==> config.mk <==
export PLATFORM = sky130hd
export DESIGN_NAME = mem_port_arbiter
export DESIGN_NICKNAME = d
export VERILOG_FILES = /design/src/rtl/mem_port_arbiter.sv
export SDC_FILE = /design/constraint.sdc
export NUM_CORES = 1
export LEC_CHECK = 0
export CAP_MARGIN = 20
export CORE_ASPECT_RATIO = 0.8
export CORE_MARGIN = 2
export CORE_UTILIZATION = 44
export CTS_CLUSTER_SIZE = 16
export DETAILED_ROUTE_END_ITERATION = 10
export PLACE_DENSITY = 0.85
export SYNTH_ARGS = -nofsm -noshare
export SYNTH_HDL_FRONTEND = slang
export SYNTH_SLANG_ARGS = --single-unit
==> constraint.sdc <==
create_clock -name clk -period 5.1 [get_ports clk]
set_input_delay 1.53 -clock clk [delete_from_list [all_inputs] [get_ports clk]]
set_output_delay 1.53 -clock clk [all_outputs]
set_load 0.01 [all_outputs]
==> src/rtl/mem_port_arbiter.sv <==
// Shares one single-ported memory between instruction fetch and load/store.
// Data side has priority; a streak counter bounds how long fetch can be starved.
module mem_port_arbiter #(
    parameter int ADDR_W       = 30,
    parameter int DATA_W       = 32,
    parameter int MAX_D_STREAK = 4
) (
    input  logic              clk,
    input  logic              rst,
    input  logic              clk_enable,
    input  logic              if_req,
    input  logic [ADDR_W-1:0] if_addr,
    output logic              if_ready,
    output logic              if_rvalid,
    output logic [DATA_W-1:0] if_rdata,
    input  logic              d_req,
    input  logic              d_we,
    input  logic [ADDR_W-1:0] d_addr,
    input  logic [DATA_W-1:0] d_wdata,
    input  logic [3:0]        d_wmask,
    output logic              d_ready,
    output logic              d_rvalid,
    output logic [DATA_W-1:0] d_rdata,
    output logic              mem_req,
    output logic              mem_we,
    output logic [ADDR_W-1:0] mem_addr,
    output logic [DATA_W-1:0] mem_wdata,
    output logic [3:0]        mem_wmask,
    input  logic              mem_ack,
    input  logic [DATA_W-1:0] mem_rdata,
    output logic              busy
);

    typedef enum logic [1:0] {
        IDLE    = 2'd0,
        IF_WAIT = 2'd1,
        D_WAIT  = 2'd2
    } state_t;

    localparam logic [3:0] MAX_STREAK = 4'(MAX_D_STREAK);

    state_t              state_q, state_d;
    logic [3:0]          d_streak_q, d_streak_d;
    logic                mem_req_q, mem_req_d;
    logic                mem_we_q, mem_we_d;
    logic [ADDR_W-1:0]   mem_addr_q, mem_addr_d;
    logic [DATA_W-1:0]   mem_wdata_q, mem_wdata_d;
    logic [3:0]          mem_wmask_q, mem_wmask_d;
    logic [DATA_W-1:0]   if_rdata_q, if_rdata_d;
    logic [DATA_W-1:0]   d_rdata_q, d_rdata_d;
    logic                if_rvalid_q, if_rvalid_d;
    logic                d_rvalid_q, d_rvalid_d;
    logic                grant_d, grant_if, can_accept;

    // Handshake: a request is accepted on any cycle where its ready is high;
    // the requester holds req and its fields stable until then.
    always_comb begin
        grant_d    = d_req & (~if_req | (d_streak_q < MAX_STREAK));
        grant_if   = if_req & ~grant_d;
        can_accept = (state_q == IDLE) & clk_enable & ~rst;
        if_ready   = can_accept & grant_if;
        d_ready    = can_accept & grant_d;
    end

    always_ff @(posedge clk) begin
        if (rst) begin
            state_q     <= IDLE;
            d_streak_q  <= '0;
            mem_req_q   <= 1'b0;
            mem_we_q    <= 1'b0;
            mem_addr_q  <= '0;
            mem_wdata_q <= '0;
            mem_wmask_q <= '0;
            if_rdata_q  <= '0;
            d_rdata_q   <= '0;
            if_rvalid_q <= 1'b0;
            d_rvalid_q  <= 1'b0;
        end else begin
            state_q     <= state_d;
            d_streak_q  <= d_streak_d;
            mem_req_q   <= mem_req_d;
            mem_we_q    <= mem_we_d;
            mem_addr_q  <= mem_addr_d;
            mem_wdata_q <= mem_wdata_d;
            mem_wmask_q <= mem_wmask_d;
            if_rdata_q  <= if_rdata_d;
            d_rdata_q   <= d_rdata_d;
            if_rvalid_q <= if_rvalid_d;
            d_rvalid_q  <= d_rvalid_d;
        end
    end

    always_comb begin
        state_d = state_q;
        if (clk_enable) begin
            case (state_q)
                IDLE: begin
                    if (d_ready)       state_d = D_WAIT;
                    else if (if_ready) state_d = IF_WAIT;
                end
                IF_WAIT, D_WAIT: if (mem_ack) state_d = IDLE;
                default: state_d = IDLE;
            endcase
        end
    end

    // With clk_enable low every register holds, including a pending rvalid pulse.
    always_comb begin
        d_streak_d  = d_streak_q;
        mem_req_d   = mem_req_q;
        mem_we_d    = mem_we_q;
        mem_addr_d  = mem_addr_q;
        mem_wdata_d = mem_wdata_q;
        mem_wmask_d = mem_wmask_q;
        if_rdata_d  = if_rdata_q;
        d_rdata_d   = d_rdata_q;
        if_rvalid_d = if_rvalid_q;
        d_rvalid_d  = d_rvalid_q;
        if (clk_enable) begin
            if_rvalid_d = 1'b0;
            d_rvalid_d  = 1'b0;
            if (d_ready) begin
                mem_req_d   = 1'b1;
                mem_we_d    = d_we;
                mem_addr_d  = d_addr;
                mem_wdata_d = d_wdata;
                mem_wmask_d = d_we ? d_wmask : 4'h0;
                d_streak_d  = !if_req ? 4'h0 :
                              (d_streak_q == MAX_STREAK) ? MAX_STREAK : 4'(d_streak_q + 4'd1);
            end else if (if_ready) begin
                mem_req_d   = 1'b1;
                mem_we_d    = 1'b0;
                mem_addr_d  = if_addr;
                mem_wmask_d = 4'h0;
                d_streak_d  = 4'h0;
            end
            if (state_q == IF_WAIT && mem_ack) begin
                mem_req_d   = 1'b0;
                if_rdata_d  = mem_rdata;
                if_rvalid_d = 1'b1;
            end
            if (state_q == D_WAIT && mem_ack) begin
                mem_req_d  = 1'b0;
                d_rvalid_d = 1'b1;
                if (!mem_we_q) d_rdata_d = mem_rdata;
            end
        end
    end

    assign if_rvalid = if_rvalid_q;
    assign if_rdata  = if_rdata_q;
    assign d_rvalid  = d_rvalid_q;
    assign d_rdata   = d_rdata_q;
    assign mem_req   = mem_req_q;
    assign mem_we    = mem_we_q;
    assign mem_addr  = mem_addr_q;
    assign mem_wdata = mem_wdata_q;
    assign mem_wmask = mem_wmask_q;
    assign busy      = (state_q != IDLE);

endmodule

### Yosys cells after proc, flatten, opt, wreduce, memory -nomap -nowiden

Index checks and enable logic that the tools add are counted.

| word-level totals | value |
|---|---|
| flip-flop bits (word level) | 140 |
| bits in latches | 0 |
| memory bits (writable) | 0 |
| bits in read-only memories | 0 |
| output and inout port bits | 137 |
| logic and storage cells | 62 |
| memories kept | 0 |

| cells by class | value |
|---|---|
| add/subtract/negate cells | 1 |
| multipliers | 0 |
| divide/modulo/power cells | 0 |
| order comparisons | 1 |
| equality and inequality tests | 5 |
| shifts and indexed selects | 0 |
| muxes and demuxes | 20 |
| bitwise gates (word level) | 11 |
| reductions and logical operators | 13 |

Operator list:

| cell | number |
|---|---|
| 2-to-1 mux 30 bit | 2 |
| 2-to-1 mux 4 bit | 6 |
| 2-to-1 mux 1 bit | 8 |
| AND reduction 2 bit | 4 |
| bitwise AND 1 bit | 6 |
| 2-to-1 mux 2 bit | 3 |
| AND reduction 3 bit | 2 |
| adder 4 x 1 -> 4 bit (second input constant) | 1 |
| equality test 4 x 3 -> 1 bit (second input constant) | 1 |
| less-than comparator 4 x 3 -> 1 bit (second input constant) | 1 |
| inverter 1 bit | 4 |
| case mux 2 bit (2 select lines) | 1 |
| nonzero test 2 bit | 2 |
| nonzero test 4 bit | 1 |
| inequality test 3 bit (second input constant) | 1 |
| equality test 2 x 1 -> 1 bit (second input constant) | 1 |
| equality test 2 bit (second input constant) | 1 |
| logical AND 1 bit | 2 |
| zero test 2 bit | 1 |
| inequality test 2 bit (second input constant) | 1 |
| OR reduction 2 bit | 1 |
| OR 1 bit | 1 |

### Longest topological paths before layout

| logic depth | value |
|---|---|
| depth after elaboration | 10 |
| depth in mapped cells | 7 |
| gate-level depth less buffers | 5 |

### Least setup slack after synthesis

OpenSTA, ideal clock, no wires.

| path | value |
|---|---|
| kind | input-to-output |
| start point | in rst |
| end point | out d_ready |
| data arrival time | 2.322 ns |
| path slack | 1.248 ns |
| stages | 6 |
| path through | buf_6 -> and4b_1 -> buf_4 -> nand2_2 -> buf_4 -> inv_1 |

| between the ends | value |
|---|---|
| longest elaborated chain between the ends | 3 |

Ends and longest elaborated chain:

| what | line | source |
|---|---|---|
| start: declaration | 9 | `input logic rst,` |
| inverter 1 bit | 60 | `can_accept = (state_q == IDLE) & clk_enable & ~rst;` |
| bitwise AND 1 bit | 60 |  |
| bitwise AND 1 bit | 62 | `d_ready = can_accept & grant_d;` |
| end: declaration | 21 | `output logic d_ready,` |

Every way passes these cells.

### Final worst setup path

| path | value |
|---|---|
| start point | in if_req |
| end point | out if_ready |

| between the ends | value |
|---|---|
| longest elaborated chain between the ends | 6 |

Ends and longest elaborated chain:

| what | line | source |
|---|---|---|
| start: declaration | 11 | `input logic if_req,` |
| inverter 1 bit | 58 | `grant_d = d_req & (~if_req \| (d_streak_q < MAX_STREAK));` |
| OR 1 bit | 58 |  |
| bitwise AND 1 bit | 58 |  |
| inverter 1 bit | 59 | `grant_if = if_req & ~grant_d;` |
| bitwise AND 1 bit (*) | 59 |  |
| bitwise AND 1 bit (*) | 61 | `if_ready = can_accept & grant_if;` |
| end: declaration | 13 | `output logic if_ready,` |

Every way passes the cells marked *; elsewhere a longest branch is shown, timed or not.

==> flow_summary_export.csv <==
group,metric,value,unit
outcome,outcome,"finished clean",
sta,timing.fmax,211,MHz
synth,synthMostInstantiatedCell,"dfxtp_1",
detailed_routing,vias_per_cell,5.33,
setup_path,crit_chain,"clkdlybuf4s50_1 -> nand4b_1 -> nor2_1 -> clkdlybuf4s50_1",
detailed_routing,via_count,5735,
finish,nNetsFinal,1028,
finish,area_delta_synth_final,59.1,%
placed_design,dp.cells,1044,
power,power,2.82,mW
floorplan,die_y,106,µm
synth,synth-seq-area-share,0.490,
synth,synth_cell_type_count,36,
clocking,clkTransAtPathRegs,0.06,ns
placed_design,dp_slack,0.389,ns
global_route,grt-ovfl-total,0,
sta,relSlewSlack,0.532,
finish,fin_cells,1076,
synth,synth_largest_area_cell,"dfxtp_1",
detailed_routing,first_pass_iters,7,
sta,fin_skew,0.0120,ns
setup_path,crit_arrival,3.21,ns
clocking,cts_max_level,4,
synth,synth_top_area_frac,0.490,
synth,synth_edf_count,0,
sta,period_share,0.930,
placed_design,dpl.hpwl,12200,µm
power,power_density,310,nW/µm²
finish,regArea,2800,µm²
finish,n_antenna_cell,0,
sta,rsz0062_at_grt,"no",
global_route,grt_max_degree,59,
setup_path,cp_num_buf_inv,2,
synth,syn_nets,783,
sta,setup_viol,0,
synth,synthCells,643,
sta,setup_tns,0,ns
synth,yosysWarnings,0,
synth,synth_common_cells,"dfxtp_1 (140), nand2_1 (131), a21oi_1 (81)",
sta,drv_slew,0,
sta,whs,0.454,ns
hold_path,worstHoldStart,"if_rdata[9]",
setup_path,timing.rr.start,"state_q[0]",
setup_path,path_max_fanout,10,
sta,worst_slew_pin_slew,0.700,ns
clocking,cts_tree,"done",
finish,post-route-util,0.712,
clocking,root_buffer,"clkbuf_16",
global_route,grt_usage,0.254,
global_route,grt_pass1_wl,28600,µm
detailed_routing,ant_nets,0,
run,maxCapViolCount,0,
floorplan,io_pins,272,
synth,synth-seq-cells,140,
clocking,numCtsBuffers,17,
clocking,clock_latency,0.41,ns
synth,synth_area,5720,µm²
floorplan,fp.coreArea,12800,µm²
power,p_leak,3.23,nW
synth,synthArstFlopShare,0,
clocking,post_cts_resized,0,
detailed_routing,wl_per_cell,16.6,µm
global_route,antenna_found_initial,0,
setup_path,crit_path_end_kind,"primary output",
clocking,cts_buffer_depth,2,
floorplan,die_w,131,µm
synth,dominantRegCellSynth,"dfxtp_1",
finish,drive_gt1_frac,0.112,
setup_path,crit_path_start_kind,"input port",
placed_design,gp_congestion,0.791,
detailed_routing,drc,0,
sta,setup_ws,0.355,ns
setup_path,startpoint,"if_req",
power,peakVddDrop,0.222,mV
clocking,cts.sink_count,140,
global_route,first_global_vias,5609,
clocking,post-cts-setup-buffers,0,
floorplan,die-area,13900,µm²
placed_design,numPortBuffers,271,
clocking,ctsHoldBuffers,0,
detailed_routing,dr.first_iter.drc_count,320,
setup_path,cp_slowest_cell,"clkdlybuf4s50_1",
finish,design_area,9100,µm²
placed_design,dpl_cell_area,8470,µm²
floorplan,initial_core_util,0.448,
sta,finalHoldViolations,0,
setup_path,cp.required,3.57,ns
finish,multi_input_area,2560,µm²
finish,nFillCells,1024,
setup_path,critPathMostFrequentCell,"clkdlybuf4s50_1",
setup_path,cpPeakStageDelay,0.71,ns
floorplan,row_count,37,
synth,synth_area_leaders,"dfxtp_1 (49%), nand2_1 (8.6%), a21oi_1 (7.1%)",
setup_path,crit_type,"in -> out",
synth,syn_avg_cell_area,8.89,µm²
setup_path,cp_top_family,"buffers and inverters",
hold_path,hold_class,"reg -> reg",
detailed_routing,drt-total-wl,17900,µm
sta,min_period,4.74,ns
[cell families (layout without fill, tap and decap cells)]
family                   after synthesis  in the layout  synth area share
AND/OR/NAND/NOR                      279            279             0.264
AO/OA/AOI/OAI                        149            149             0.172
flip-flops                           140            140             0.490
buffers and inverters                 70            328            0.0630
adder cells (fa/ha/maj)                5              5            0.0109
[worst paths after layout]
path / slack [ns] / endpoint / cells past startpoint
max: 0.36 / if_ready / 4
min: 0.45 / if_rdata[9] / 2
max reg2reg: 2.87 / mem_addr[20] / 6
min reg2reg: 0.45 / if_rdata[9] / 2
[registers in the layout, indices dropped and copies added (netlist names)]
name / flops
mem_req: 1
if_rvalid: 1
mem_wmask: 4
if_rdata: 32
mem_addr: 30
d_rdata: 32
mem_wdata: 32
d_rvalid: 1
state_q: 2
d_streak_q: 4
mem_we: 1
[final cells by class]
class                   instances  share of cell area
clock buffers                  19              0.0487
clock inverters                13              0.0208
inverters                       8             0.00330
multi-input cells             433               0.281
flip-flops and latches        140               0.308
well taps                     175              0.0241
repair buffers                288               0.314
[layer usage]
metal,up-vias,share of wire,global-route usage
met5,-,0,0
li1,2760,-,-
met3,29,0.088,0.0925
met2,244,0.48,0.418
met4,0,0.020,0.0854
met1,2702,0.42,0.310
[layout by cell type, fill, tap and decap left out, types with 2 or more instances in the layout]
cell type        netlist  routed
bufinv_16              0       4
nand2b_1               2       2
clkinv_2               0       2
nand2_1              131     131
and3_1                35      35
a21oi_2               20      20
nor2_1                 4       4
clkinv_4               0       3
inv_6                  0       2
a21oi_1               81      81
o21ai_0                4       4
nor3_1                61      61
a32o_1                 4       4
buf_4                  7      17
and4b_1                2       2
clkbuf_16              0      17
a31o_1                29      29
nand4_1                3       3
nor4_2                24      24
dfxtp_1              140     140
a31o_2                 4       4
clkinvlp_4             0       2
ha_1                   5       5
nand3_1                3       3
nor4_1                 6       6
clkdlybuf4s50_1        0     270
inv_1                  8       8
nand4b_1               3       3
[worst register-to-register path, stage by stage (launching register included)]
cell and delay (ns):
dfxtp_1 0.33, inv_1 0.09, ha_1 0.32, and3b_2 0.71, buf_4 0.32, a21oi_2 0.07
nor4_2 0.29
[power breakdown]
group          internal (mW)  total, mW  switching [mW]
clock network          0.836       1.31           0.479
logic                  0.205      0.350           0.145
registers               1.13       1.15          0.0213
total                   2.17       2.82           0.646
(Power assumes the default switching activity.)
==> RTL change (config.mk and constraints unchanged) <==
Take the reset off `mem_wdata_q` and load it in a clocked block of its own.
--- a/src/rtl/mem_port_arbiter.sv
+++ b/src/rtl/mem_port_arbiter.sv
@@ -70,5 +70,4 @@
             mem_we_q    <= 1'b0;
             mem_addr_q  <= '0;
-            mem_wdata_q <= '0;
             mem_wmask_q <= '0;
             if_rdata_q  <= '0;
@@ -82,5 +81,4 @@
             mem_we_q    <= mem_we_d;
             mem_addr_q  <= mem_addr_d;
-            mem_wdata_q <= mem_wdata_d;
             mem_wmask_q <= mem_wmask_d;
             if_rdata_q  <= if_rdata_d;
@@ -89,4 +87,8 @@
             d_rvalid_q  <= d_rvalid_d;
         end
+    end
+
+    always_ff @(posedge clk) begin
+        mem_wdata_q <= mem_wdata_d;
     end
 
Check against the original RTL: differs if rst is asserted again (counterexample within 4 cycles, from zero or initial values and one cycle with rst high); with rst held inactive, the same outputs for 4 cycles.
==> RTL change against the original RTL <==
- global-route usage rose by 0.44 points
- non-clock buffer count shrank 4
- cell count is 9.3% lower
- setup slack got worse by 0.016 ns
- routed wire length decreased by 2.1%
- sequential cell count unchanged
- final area decreased by 3.3%
- total power shrank 0.64%
- largest cell class is now flip-flops and latches
- area after synthesis is 5.8% lower
==> RTL change: results <==
[layout]
drive_above_1_share_pct = 9.71
layout.nets = 951

[cts]
clock-root-buffer = clkbuf_16
cts_made_buffers = 17
cts_resized = 0

[sta]
skew_ns = 0.00908
slew_headroom_pct = 26.0

[drt]
avgRoutedWirePerCell_um = 17.9
first_pass_iters = 5
viasPerCell = 5.24
drt_iter0_drc = 312

[yosys]
yosysSeqAreaShare_pct = 58.0
synth_edf_count = 32
synth_top_flop_cell = dfxtp_1
synth-compound-area-share_pct = 19.5
synth-adder-area-share_pct = 1.16
synth.distinct_cells = 40
synth.area.mux_share_pct = 0
synth_area_leaders = dfxtp_1 (40%), edfxtp_1 (18%), nand2_1 (8.9%)
ys_top_cells_by_count = nand2_1 (128), dfxtp_1 (108), a21oi_1 (66), inv_1 (38), a211oi_1 (33)
synth-async-reset-ratio_pct = 0
synth_nets = 692

[worst_setup_path]
crit_family = buffers and inverters
cpPeakStageDelay_ns = 0.56
cp_slowest_cell = clkdlybuf4s50_1
cp.arrival_ns = 3.23
path_max_fanout = 7

[grt]
use_met3_pct = 8.56
grt_pass1_wl_mm = 26.2
grt_max_degree = 105
gr-usage-met2_pct = 44.8
grt_usage_pct = 25.8
globalRouteMet1Util_pct = 29.7
antenna_found_initial = 0
grt_pass1_vias = 5067

[place]
routabilityCongestion = 0.784
placed_cell_area_sq_um = 8160
hpwl_mm = 12.1
place_ws_ns = 0.343

[power]
p_leak_uw = 0.00306
power.density_nw_per_um2 = 318
ir_drop_uv = 306

[min_path]
hold_path.class = reg -> reg

[status]
outcome = completed
RTL change: cell type report:
type | instances | area (sq um)
Multi-Input combinational cell | 329 | 1900
Clock inverter | 9 | 130
Inverter | 39 | 146
Timing Repair Buffer | 284 | 2810
Fill cell | 817 | 3270
Clock buffer | 23 | 509
Sequential cell | 140 | 3120
Tap cell | 152 | 190
RTL change: worst reg2reg max path, delay by kind of cell, from the launching register on:
kind	cells	cell delay [ns]
flip-flops	1	0.34
adder cells (fa/ha/maj)	1	0.19
AND/OR/NAND/NOR	2	0.50
buffers and inverters	4	0.82
RTL change: path summary, 6_finish.rpt:
path / start / slack [ns] / to / cells after the start
setup / recovery: clk_enable / 0.34 / d_ready / 5
hold / removal: if_rdata[2] / 0.45 / if_rdata[2] / 2
setup reg to reg: state_q[0] / 2.90 / mem_wdata[24] / 7
hold reg to reg: if_rdata[2] / 0.45 / if_rdata[2] / 2
RTL change: power breakdown:
part           internal, uW  total (uW)  switching (uW)
combinational           180         303             124
sequential             1170        1180            18.4
clock                   851        1310             461
RTL change: routing by layer:
| metal | up-vias | wire (um) |
|---|---|---|
| met3 | 34 | 1360 |
| met4 | 0 | 545 |
| li1 | 2455 | - |
| met2 | 243 | 8650 |
| met1 | 2386 | 6950 |
| met5 | - | 0 |
RTL change: metrics by stage:
stage	instances	hold WS (ns)	total power, uW
after floorplan	552	0.467	1320
after global placement	944	0.441	1500
after detailed placement	944	0.447	1510
after CTS	976	0.454	2820
after global routing	976	0.474	2900
final	976	0.454	2800
